<file path="src/rtl/cam_capture_rgb332.sv">
// ============================================================================
// cam_capture_rgb332 : OV7670 RGB565 capture -> RGB332 frame-buffer writer
// Optional build macro CAM_TEST_PATTERN_EN replaces camera data with a grid.
// Rev 1.0
// ============================================================================
`default_nettype none

module cam_capture_rgb332 #(
  parameter int CAM_SCREEN_X = 160,
  parameter int CAM_SCREEN_Y = 120,
  parameter int AW           = 15,
  parameter int DW           = 8
) (
  input  logic          clk,
  input  logic          rst,
  input  logic          CAM_pclk,
  input  logic          CAM_vsync,
  input  logic          CAM_href,
  input  logic [7:0]    CAM_px_data,
  output logic [AW-1:0] DP_RAM_addr_in,
  output logic [DW-1:0] DP_RAM_data_in,
  output logic          DP_RAM_regW,
  output logic          frame_done
);

  localparam logic [15:0]   c_X    = 16'(CAM_SCREEN_X);
  localparam logic [15:0]   c_Y    = 16'(CAM_SCREEN_Y);
  localparam logic [AW-1:0] c_X_AW = AW'(CAM_SCREEN_X);

  typedef enum logic [1:0] {
    S_WAIT_FRAME = 2'd0,
    S_BYTE1      = 2'd1,
    S_BYTE2      = 2'd2
  } state_t;

  state_t r_state, w_state_nxt;

  logic r_pclk_m, r_pclk_s, r_pclk_d;
  logic r_vs_m, r_vs_s, r_vs_d;
  logic r_href_m, r_href_s, r_href_d;
  logic [7:0] r_data_m, r_data_s;

  logic [7:0]    r_b1;
  logic [15:0]   r_col, r_row;
  logic [AW-1:0] r_line_base;
  logic          r_pend;
  logic [AW-1:0] r_pend_addr;
  logic [DW-1:0] r_pend_data;
  logic [AW-1:0] r_addr;
  logic [DW-1:0] r_data;
  logic          r_regW, r_frame_done;

  logic w_byte_ev, w_vs_rise, w_vs_fall, w_href_fall, w_in_cap;
  logic w_start, w_first, w_capture, w_line_end, w_fd, w_in_range;
  logic [7:0] w_pix;

  always_ff @(posedge clk) begin
    if (rst) begin
      r_pclk_m <= 1'b0; r_pclk_s <= 1'b0; r_pclk_d <= 1'b0;
      r_vs_m   <= 1'b0; r_vs_s   <= 1'b0; r_vs_d   <= 1'b0;
      r_href_m <= 1'b0; r_href_s <= 1'b0; r_href_d <= 1'b0;
      r_data_m <= 8'd0; r_data_s <= 8'd0;
    end else begin
      r_pclk_m <= CAM_pclk;    r_pclk_s <= r_pclk_m; r_pclk_d <= r_pclk_s;
      r_vs_m   <= CAM_vsync;   r_vs_s   <= r_vs_m;   r_vs_d   <= r_vs_s;
      r_href_m <= CAM_href;    r_href_s <= r_href_m; r_href_d <= r_href_s;
      r_data_m <= CAM_px_data; r_data_s <= r_data_m;
    end
  end

  assign w_byte_ev   = r_pclk_s & ~r_pclk_d;
  assign w_vs_rise   = r_vs_s & ~r_vs_d;
  assign w_vs_fall   = ~r_vs_s & r_vs_d;
  assign w_href_fall = ~r_href_s & r_href_d;
  assign w_in_cap    = (r_state == S_BYTE1) || (r_state == S_BYTE2);

  // vsync rise outranks href fall, which outranks a byte event
  assign w_start    = (r_state == S_WAIT_FRAME) && w_vs_fall;
  assign w_fd       = w_in_cap && w_vs_rise;
  assign w_line_end = w_in_cap && !w_vs_rise && w_href_fall;
  assign w_first    = (r_state == S_BYTE1) && !w_vs_rise && !w_href_fall
                      && w_byte_ev && r_href_s;
  assign w_capture  = (r_state == S_BYTE2) && !w_vs_rise && !w_href_fall
                      && w_byte_ev && r_href_s;
  assign w_in_range = (r_col < c_X) && (r_row < c_Y);

`ifdef CAM_TEST_PATTERN_EN
  assign w_pix = {r_col[6:4], r_row[6:4], 2'b11};
`else
  assign w_pix = {r_b1[7:5], r_b1[2:0], r_data_s[4:3]};
`endif

  always_ff @(posedge clk) begin
    if (rst) r_state <= S_WAIT_FRAME;
    else     r_state <= w_state_nxt;
  end

  always_comb begin
    w_state_nxt = r_state;
    case (r_state)
      S_WAIT_FRAME: if (w_vs_fall) w_state_nxt = S_BYTE1;
      S_BYTE1: begin
        if (w_vs_rise)                     w_state_nxt = S_WAIT_FRAME;
        else if (w_href_fall)              w_state_nxt = S_BYTE1;
        else if (w_byte_ev && r_href_s)    w_state_nxt = S_BYTE2;
      end
      S_BYTE2: begin
        if (w_vs_rise)                     w_state_nxt = S_WAIT_FRAME;
        else if (w_href_fall)              w_state_nxt = S_BYTE1;
        else if (w_byte_ev && r_href_s)    w_state_nxt = S_BYTE1;
      end
      default:                             w_state_nxt = S_WAIT_FRAME;
    endcase
  end

  always_ff @(posedge clk) begin
    if (rst) begin
      r_b1         <= 8'd0;
      r_col        <= 16'd0;
      r_row        <= 16'd0;
      r_line_base  <= '0;
      r_pend       <= 1'b0;
      r_pend_addr  <= '0;
      r_pend_data  <= '0;
      r_addr       <= '0;
      r_data       <= '0;
      r_regW       <= 1'b0;
      r_frame_done <= 1'b0;
    end else begin
      r_frame_done <= w_fd;
      r_regW       <= r_pend;
      r_pend       <= 1'b0;
      if (r_pend) begin
        r_addr <= r_pend_addr;
        r_data <= r_pend_data;
      end
      if (w_start) begin
        r_col       <= 16'd0;
        r_row       <= 16'd0;
        r_line_base <= '0;
      end
      if (w_first) r_b1 <= r_data_s;
      // Converted pixel is staged one clk, then committed only if on-screen
      if (w_capture) begin
        r_pend      <= w_in_range;
        r_pend_addr <= r_line_base + AW'(r_col);
        r_pend_data <= DW'(w_pix);
        if (r_col != c_X) r_col <= r_col + 16'd1;
      end
      if (w_line_end) begin
        r_col <= 16'd0;
        if (r_row != c_Y) begin
          r_row       <= r_row + 16'd1;
          r_line_base <= r_line_base + c_X_AW;
        end
      end
    end
  end

  assign DP_RAM_addr_in = r_addr;
  assign DP_RAM_data_in = r_data;
  assign DP_RAM_regW    = r_regW;
  assign frame_done     = r_frame_done;

endmodule

`default_nettype wire

</file>
<file path="config.mk">
export PLATFORM = sky130hd
export DESIGN_NAME = cam_capture_rgb332
export DESIGN_NICKNAME = d
export VERILOG_FILES = /design/src/rtl/cam_capture_rgb332.sv
export SDC_FILE = /design/constraint.sdc
export NUM_CORES = 1
export LEC_CHECK = 0
export BUFFER_PORTS_ARGS = -buffer_cell sky130_fd_sc_hd__buf_2
export CAP_MARGIN = 5
export CORE_ASPECT_RATIO = 0.75
export CORE_MARGIN = 4
export CORE_UTILIZATION = 60
export DETAILED_ROUTE_END_ITERATION = 6
export GPL_TIMING_DRIVEN = 0
export PLACE_DENSITY = 0.89
export SYNTH_ARGS = -nofsm -noshare
export SYNTH_HDL_FRONTEND = slang
export SYNTH_SLANG_ARGS = --single-unit
</file>
<file path="constraint.sdc">
create_clock -name clk -period 2.9 [get_ports clk]
set_clock_uncertainty 0.2 [all_clocks]
set_input_delay 0.29 -clock clk [delete_from_list [all_inputs] [get_ports clk]]
set_output_delay 0.29 -clock clk [all_outputs]
set_load 0.02 [all_outputs]
</file>
# Yosys cells after proc, flatten, opt, wreduce, memory -nomap -nowiden
# Index checks and enable logic that the tools add are counted.
[word_totals]
ramBits = 0
n_memories = 0
romBits = 0
register_bits = 131
latchBits = 0
output_inout_bits = 25
[op_classes]
bitwise = 9
div = 0
eq_ne = 7
shifts = 0
n_mul = 0
magnitude_cmp = 2
n_reduce_logical = 21
muxes = 17
addsub = 4
[op_table]
columns = ["operator", "count"]
rows = [
  ["$mux 16", 6],
  ["$mux 15", 3],
  ["$add 16x1->16 const B", 2],
  ["$lt 16x7->1 const B", 1],
  ["$lt 16x8->1 const B", 1],
  ["$ne 16x7->1 const B", 1],
  ["$ne 16x8->1 const B", 1],
  ["$add 15x15->15", 1],
  ["$add 15x8->15 const B", 1],
  ["$logic_and 1x1->1", 14],
  ["$mux 2", 7],
  ["$ne 4x3->1 const B", 2],
  ["$pmux 2 s3", 1],
  ["$not 1->1", 5],
  ["$and 1x1->1", 4],
  ["$reduce_or 2->1", 2],
  ["$reduce_and 3->1", 1],
  ["$eq 2x1->1 const B", 1],
  ["$eq 2x2->1 const B", 1],
  ["$logic_not 1->1", 2],
  ["$logic_not 2->1", 1],
  ["$ne 2x2->1 const B", 1],
  ["$logic_or 1x1->1", 1],
]

# Longest topological paths before layout
# Gate-level depths: netlist of the first run.
[logic_depth]
ltp_word = 9
mapped_depth = 9

# Worst setup path before layout of the first run
# OpenSTA, ideal clock, no wires.
[synth_path]
path_type = "flip-flop to flip-flop"
startpoint = "register r_col[0]"
endpoint = "register r_pend_addr[14]"
t_arrival_ns = 2.204
setup_slack_ns = 0.411
n_path_buf = 0
synth_period_minus_slack_ns = 2.489
t_required_ns = 2.614
stages_incl_launch_ff = 9
path_cell_list = "dfxtp_1 > ha_1 > fa_1 > a21o_1 > a221oi_2 > o21ai_1 > a311oi_1 > xnor2_1 > a211oi_1"
[synth_via]
elab_chain_cells = 1
[synth_lines]
columns = ["element", "line_no", "text"]
rows = [
  ["from (decl)", "44", "logic [15:0] r_col, r_row;"],
  ["from (signal assigned)", "148", "if (r_col != c_X) r_col <= r_col + 16'd1;"],
  ["$add 15x15->15", "146", "r_pend_addr <= r_line_base + AW'(r_col);"],
  ["to (signal assigned)", "146", ""],
  ["to (decl)", "47", "logic [AW-1:0] r_pend_addr;"],
]
# No other way between the ends.
# A chain may end at the register's enable or synchronous reset.

# Final worst setup path of the first run
# Same ends and word-level chain as after synthesis.

==> results.ini, run 1 <==
[floorplan]
dieArea_um2=10900
coreArea_um2=9050
die_extent_in_x_um=119
placementRows=30
boundaryPins=38
starting_utilization_of_the_core_area_pct=61.6
floorplan.die.height_um=91.5

[clocking]
cts.sink_count=129
max-clock-path-buffers=2
tritoncts_clock_tree=built
cts_bufs_inserted=17
clkLatencyLatePin_ns=0.42
cts_htree_levels=4
root_buffer=sky130_fd_sc_hd__clkbuf_16
clkSlewWorstSetupHoldPaths_ns=0.06

[timing]
drv_slew=0
maximum_clock_frequency_mhz=357
grt_setup_unrepaired=false
post_route_worst_hold_slack_ns=0.170
finalCritPeriodShare_pct=96.6
finalCriticalPeriod_ns=2.80
relSlewSlack_pct=43.3
timing_hold_violations_final=0
setup_viol=0
worst-slew-pin-transition_ns=0.851

[global_routing]
overflow_left_after_global_routing=0
grt_max_degree=17
first_global_vias=4851
antenna_violations_before_repair=0
track_usage_pct=27.2
global_route_wire_length_before_repair_mm=23.5

[run]
timing.max_cap.violations=0

[yosys]
synthCells=621
postSynthAreaPerCell_um2=8.98
sequential_to_total_area_share_from_yosys_stat_pct=46.3
yosysTopAreaCell=sky130_fd_sc_hd__dfxtp_1
synth_top_area_share_pct=46.3
netlist_area_um2=5580
synth_enable_flop_cells=0
yosys.cell_types.count=53
synth_flop_cell=sky130_fd_sc_hd__dfxtp_1
yosys_register_bits=129
synth_top_cells_by_area=sky130_fd_sc_hd__dfxtp_1 46%, sky130_fd_sc_hd__nor2_1 5.5%, sky130_fd_sc_hd__mux2i_1 5.2%
yosys_warnings=0
syn-num-nets=658
asyncSetResetFlopFracSynth_pct=0

[setup_path]
cpPeakStageDelay_ns=0.41
crit_type=reg -> reg
crit_start_category=register
cells_traversed_along_the_worst_timing_path=ha_1 > fa_1 > a21o_1 > a221oi_4 > o21ai_2 > a311oi_2 > xnor2_1 > a211oi_1
path_delay_family=compound AO/OA/AOI/OAI gates
worst_r2r_path_depth=8
path_depth=8
setup.worst_path.end_class=register
worstPathArrival_ns=2.93
crit_slowest_cell=sky130_fd_sc_hd__fa_1
cp_max_fo=6
cp_num_buf_inv=0
cp.required_ns=3.03

[placement]
port-buffer-count=36
post-place-cells=785
hpwlAfterDp_mm=9.21
gpl.final_weighted_congestion=0.908

[drt]
drt_drc_violations_left=0
vias=4810
drt-vias-per-instance=5.82
drt-wirelength-per-cell_um=17.4
drt_iter0_markers=398
routed_wirelength_mm=14.3
ant_nets=0
detail_route.first_pass.iterations=5

[pwr]
share_comb_of_total_power_pct=4.7
finalPower_w=0.00414
clockPowerShare_pct=51.4
intPower_w=0.00322
sw_power_w=0.000915
fraction_of_power_spent_switching_nets_pct=22.1
seqPwrFrac_pct=43.9
peakVddDrop_v=0.000460
powerDensity_nw_per_um2=624
power_leakage_nw=2.68

[final_layout]
layout.cells.most_common=sky130_fd_sc_hd__dfxtp_1
diodes=0
layout.filler_cells=633
final-instance-count-excl-fill=826
top_library_cells_by_usage_in_the_layout_fill_and_taps_aside=129 x sky130_fd_sc_hd__dfxtp_1, 82 x sky130_fd_sc_hd__nor2_1, 58 x sky130_fd_sc_hd__nand2_1
final_layout_size_suffix_gt1_share_pct=12.2
design.final.nets=724
layout-area-overhead-vs-synth_pct=18.9

[hold_path]
hold_path_class=in -> reg
worst_hold_path.num_cells=2

[status]
status=finished clean

[sequential cells by signal, summed over array words and instances (netlist names), 2 cells and up]
| name | flops |
|---|---|
| r_pend_addr | 15 |
| r_line_base | 15 |
| r_pend_data | 8 |
| r_row | 16 |
| DP_RAM_addr_in | 15 |
| r_col | 16 |
| DP_RAM_data_in | 8 |
| r_state | 2 |
| r_data_s | 8 |
| r_b1 | 6 |
| r_data_m | 8 |
[power groups by stage]
| stage | Sequential, W | Clock, W | Combinational (W) |
|---|---|---|---|
| after floorplan | 0.00185 | 0 | 0.000110 |
| after global placement | 0.00185 | 0 | 0.000146 |
| after detailed placement | 0.00185 | 0 | 0.000157 |
| after CTS | 0.00181 | 0.00214 | 0.000181 |
| after global routing | 0.00182 | 0.00222 | 0.000211 |
| final | 0.00182 | 0.00213 | 0.000196 |
[worst reg2reg max path, delay by kind of cell (launching register included)]
| family | cells | cell delay (ns) |
|---|---|---|
| compound gates | 5 | 1.29 |
| flops | 1 | 0.38 |
| fa+ha+maj | 2 | 0.67 |
| xor+xnor | 1 | 0.16 |
[Yosys cell counts, types with 14 or more instances]
| cell type | n |
|---|---|
| sky130_fd_sc_hd__o21ai_0 | 14 |
| sky130_fd_sc_hd__nand3_1 | 17 |
| sky130_fd_sc_hd__mux2i_1 | 29 |
| sky130_fd_sc_hd__dfxtp_1 | 129 |
| sky130_fd_sc_hd__nor2b_1 | 29 |
| sky130_fd_sc_hd__xnor2_1 | 19 |
| sky130_fd_sc_hd__nand2_1 | 58 |
| sky130_fd_sc_hd__clkbuf_1 | 16 |
| sky130_fd_sc_hd__nor2_1 | 82 |
| sky130_fd_sc_hd__ha_1 | 23 |
| sky130_fd_sc_hd__inv_1 | 14 |
| sky130_fd_sc_hd__a21oi_1 | 53 |
[timing repair]
action / CTS / global route
buffers inserted: 0 / 0
hold buffers: 11 / 0
pin swaps: 0 / 1
endpoints found under the hold margin: 11 / 0
endpoints found under the setup margin: 1 / 1
gates resized for setup: 1 / 2
[worst paths after layout]
kind | end | slack, ns | startpoint
worst max register to register | r_pend_addr[14] | 0.1 | r_col[0]
worst min register to register | r_data_s[1] | 0.23 | r_data_m[1]
worst min-delay path | r_vs_d | 0.17 | rst
worst max-delay path | r_pend_addr[14] | 0.1 | r_col[0]
[metrics by stage]
stage	TNS [ns]	setup slack [ns]	area, um2	utilization [%]
final	0	0.0976	6630	73.3
after global routing	0	0.0353	6630	73.3
after CTS	0	0.0411	6620	73.1
after detailed placement	-0.00154	-0.00154	5920	65.4
after global placement	0	0.0746	5920	65.4
after floorplan	0	0.411	5580	-
[metal layers]
layer | up-vias | global-route usage, % | part of all wire, %
li1 | 2275 | - | -
met1 | 2239 | 32.8 | 41
met2 | 242 | 45.1 | 48
met3 | 54 | 7.60 | 7.8
met4 | 0 | 12.8 | 3.1
met5 | - | 0 | 0
[cell families after synthesis]
logic type / after synthesis / share of synthesized area (%)
adder cells (fa/ha/maj): 24 / 5.52
AO/OA/AOI/OAI: 106 / 12.1
buffers and inverters: 40 / 2.85
AND/OR/NAND/NOR: 264 / 23.5
XOR/XNOR: 29 / 4.56
multiplexers: 29 / 5.21
flip-flops: 129 / 46.3
[layout make-up]
class / count / area, um2 / share of cell area (%)
clock buffer: 20 / 447 / 6.74
buffer: 26 / 106 / 1.60
inverter: 14 / 52.6 / 0.793
clock inverter: 10 / 136 / 2.06
multi-input combinational: 452 / 2860 / 43.1
timing repair buffer: 47 / 290 / 4.38
sequential: 129 / 2580 / 39.0
tap: 128 / 160 / 2.42
Power figures use the tool's default switching activity.
==> run 2, diff against run 1 <==
- RECOVER_POWER: not set -> 100
==> results.ini, run 2 (synthesized netlist as in run 1, its figures left out) <==
[final_layout]
design.final.nets=724
largest_registers=r_col x16, r_row x16
layout.cells.most_common=sky130_fd_sc_hd__dfxtp_1
layout.core_utilization_pct=72.7
top_library_cells_by_usage_in_the_layout_fill_and_taps_aside=129 x sky130_fd_sc_hd__dfxtp_1, 82 x sky130_fd_sc_hd__nor2_1, 58 x sky130_fd_sc_hd__nand2_1
final_layout_size_suffix_gt1_share_pct=8.17
diodes=0
layout-area-overhead-vs-synth_pct=18.0

[drt]
drt_iter0_markers=376
vias=4836
drt-vias-per-instance=5.85
drt-wirelength-per-cell_um=17.6
detail_route.first_pass.iterations=5
drt_drc_violations_left=0
routed_wirelength_mm=14.5
ant_nets=0

[pwr]
fraction_of_power_spent_switching_nets_pct=22.1
finalPower_w=0.00414
sw_power_w=0.000916
powerDensity_nw_per_um2=629
intPower_w=0.00322
clockPowerShare_pct=51.4
seqPwrFrac_pct=43.9
power_leakage_nw=2.55
peakVddDrop_v=0.000461
share_comb_of_total_power_pct=4.7

[timing]
finalCritPeriodShare_pct=96.8
relSlewSlack_pct=43.1
setup_viol=0
drv_slew=0
grt_setup_unrepaired=false
timing_hold_violations_final=0
finalCriticalPeriod_ns=2.81
maximum_clock_frequency_mhz=356
worst-slew-pin-transition_ns=0.854

[global_routing]
grt_max_degree=17
track_usage_pct=27.2
global_route_wire_length_before_repair_mm=23.5
overflow_left_after_global_routing=0
first_global_vias=4851
antenna_violations_before_repair=0

[clocking]
cts_bufs_inserted=17
tritoncts_clock_tree=built
cts_htree_levels=4
cts.sink_count=129
max-clock-path-buffers=2
clkSlewWorstSetupHoldPaths_ns=0.06
root_buffer=sky130_fd_sc_hd__clkbuf_16
clkLatencyLatePin_ns=0.42
postCtsSetupBuffers=0

[setup_path]
crit_path_start=r_col[0]
regToRegStartpoint=r_col[0]
setup.worst_path.end_class=register
cp.required_ns=3.03
crit_type=reg -> reg
worstPathArrival_ns=2.94
cp_max_fo=6
crit_start_category=register

[placement]
port-buffer-count=36
hpwlAfterDp_mm=9.21
gpl.final_weighted_congestion=0.908

[floorplan]
dieArea_um2=10900
placementRows=30
floorplan.die.height_um=91.5
starting_utilization_of_the_core_area_pct=61.6
die_extent_in_x_um=119
coreArea_um2=9050
boundaryPins=38

[run]
timing.max_cap.violations=0

[status]
status=finished clean

[hold_path]
hold_path_class=in -> reg
timing.hold.worst.start=rst

==> run 2: cell types whose count changed in the layout (fill, tap and decap cells not counted) <==
| cell | previous run | this run |
|---|---|---|
| sky130_fd_sc_hd__buf_1 | 5 | 0 |
| sky130_fd_sc_hd__and2_0 | 0 | 5 |
| sky130_fd_sc_hd__clkbuf_1 | 18 | 50 |
| sky130_fd_sc_hd__nand3_2 | 1 | 0 |
| sky130_fd_sc_hd__and2_1 | 8 | 3 |
| sky130_fd_sc_hd__o41ai_2 | 0 | 1 |
| sky130_fd_sc_hd__buf_2 | 40 | 12 |
| sky130_fd_sc_hd__o41ai_4 | 1 | 0 |
| sky130_fd_sc_hd__clkbuf_2 | 0 | 1 |
| sky130_fd_sc_hd__nand3_1 | 17 | 18 |
==> run 2: final cells by class <==
| class | count | area (um2) |
|---|---|---|
| repair buffers | 47 | 259 |
| plain buffers | 26 | 104 |
| multi-input cells | 452 | 2840 |
| fillers | 654 | 2470 |
| flip-flops and latches | 129 | 2580 |
| clock buffers | 20 | 447 |
| inverters | 14 | 52.6 |
| well taps | 128 | 160 |
| clock inverters | 10 | 136 |
==> run 2: worst max-delay path, cell delays in order (launching register included) <==
cell	delay (ns)
sky130_fd_sc_hd__dfxtp_1	0.39
sky130_fd_sc_hd__ha_1	0.26
sky130_fd_sc_hd__fa_1	0.41
sky130_fd_sc_hd__a21o_1	0.24
sky130_fd_sc_hd__a221oi_4	0.31
sky130_fd_sc_hd__o21ai_2	0.14
sky130_fd_sc_hd__a311oi_2	0.36
sky130_fd_sc_hd__xnor2_1	0.16
sky130_fd_sc_hd__a211oi_1	0.24
==> run 2: timing repair <==
action	CTS	global route
endpoints found under the hold margin	11	0
gates resized for setup	1	2
setup endpoints to repair	1	1
pin swaps	0	1
gates cloned	0	0
hold buffers	11	0
==> run 2: layer usage <==
metal	global-route usage, %	vias up	share of wire, %
met5	0	-	0
met4	12.8	0	2.9
met2	45.1	244	47
met1	32.8	2270	42
li1	-	2275	-
met3	7.60	47	7.6
==> run 2: power by group through the flow <==
stage,clock (W),combinational [W],sequential [W]
after floorplan,0,0.000110,0.00185
after global placement,0,0.000146,0.00185
after detailed placement,0,0.000157,0.00185
after CTS,0.00214,0.000181,0.00181
after global routing,0.00222,0.000210,0.00182
final,0.00213,0.000195,0.00182
==> run 2: stage by stage <==
step	instance area (um2)	setup TNS, ns	std cells	hold WS, ns	setup slack (ns)
6_report	6580	0	826	0.175	0.0922
5_1_grt	6580	0	826	0.194	0.0274
4_1_cts	6620	0	826	0.165	0.0411
3_5_place_dp	5920	-0.00154	785	0.226	-0.00154
3_3_place_gp	5920	0	785	0.217	0.0746
2_1_floorplan	5580	0	621	0.214	0.411
==> run 2: worst paths after layout <==
check	endpoint	slack (ns)	depth (start not counted)
worst max register to register	r_pend_addr[14]	0.09	8
worst max-delay path	r_pend_addr[14]	0.09	8
worst min-delay path	r_vs_d	0.18	2
worst min register to register	r_data_s[1]	0.23	1
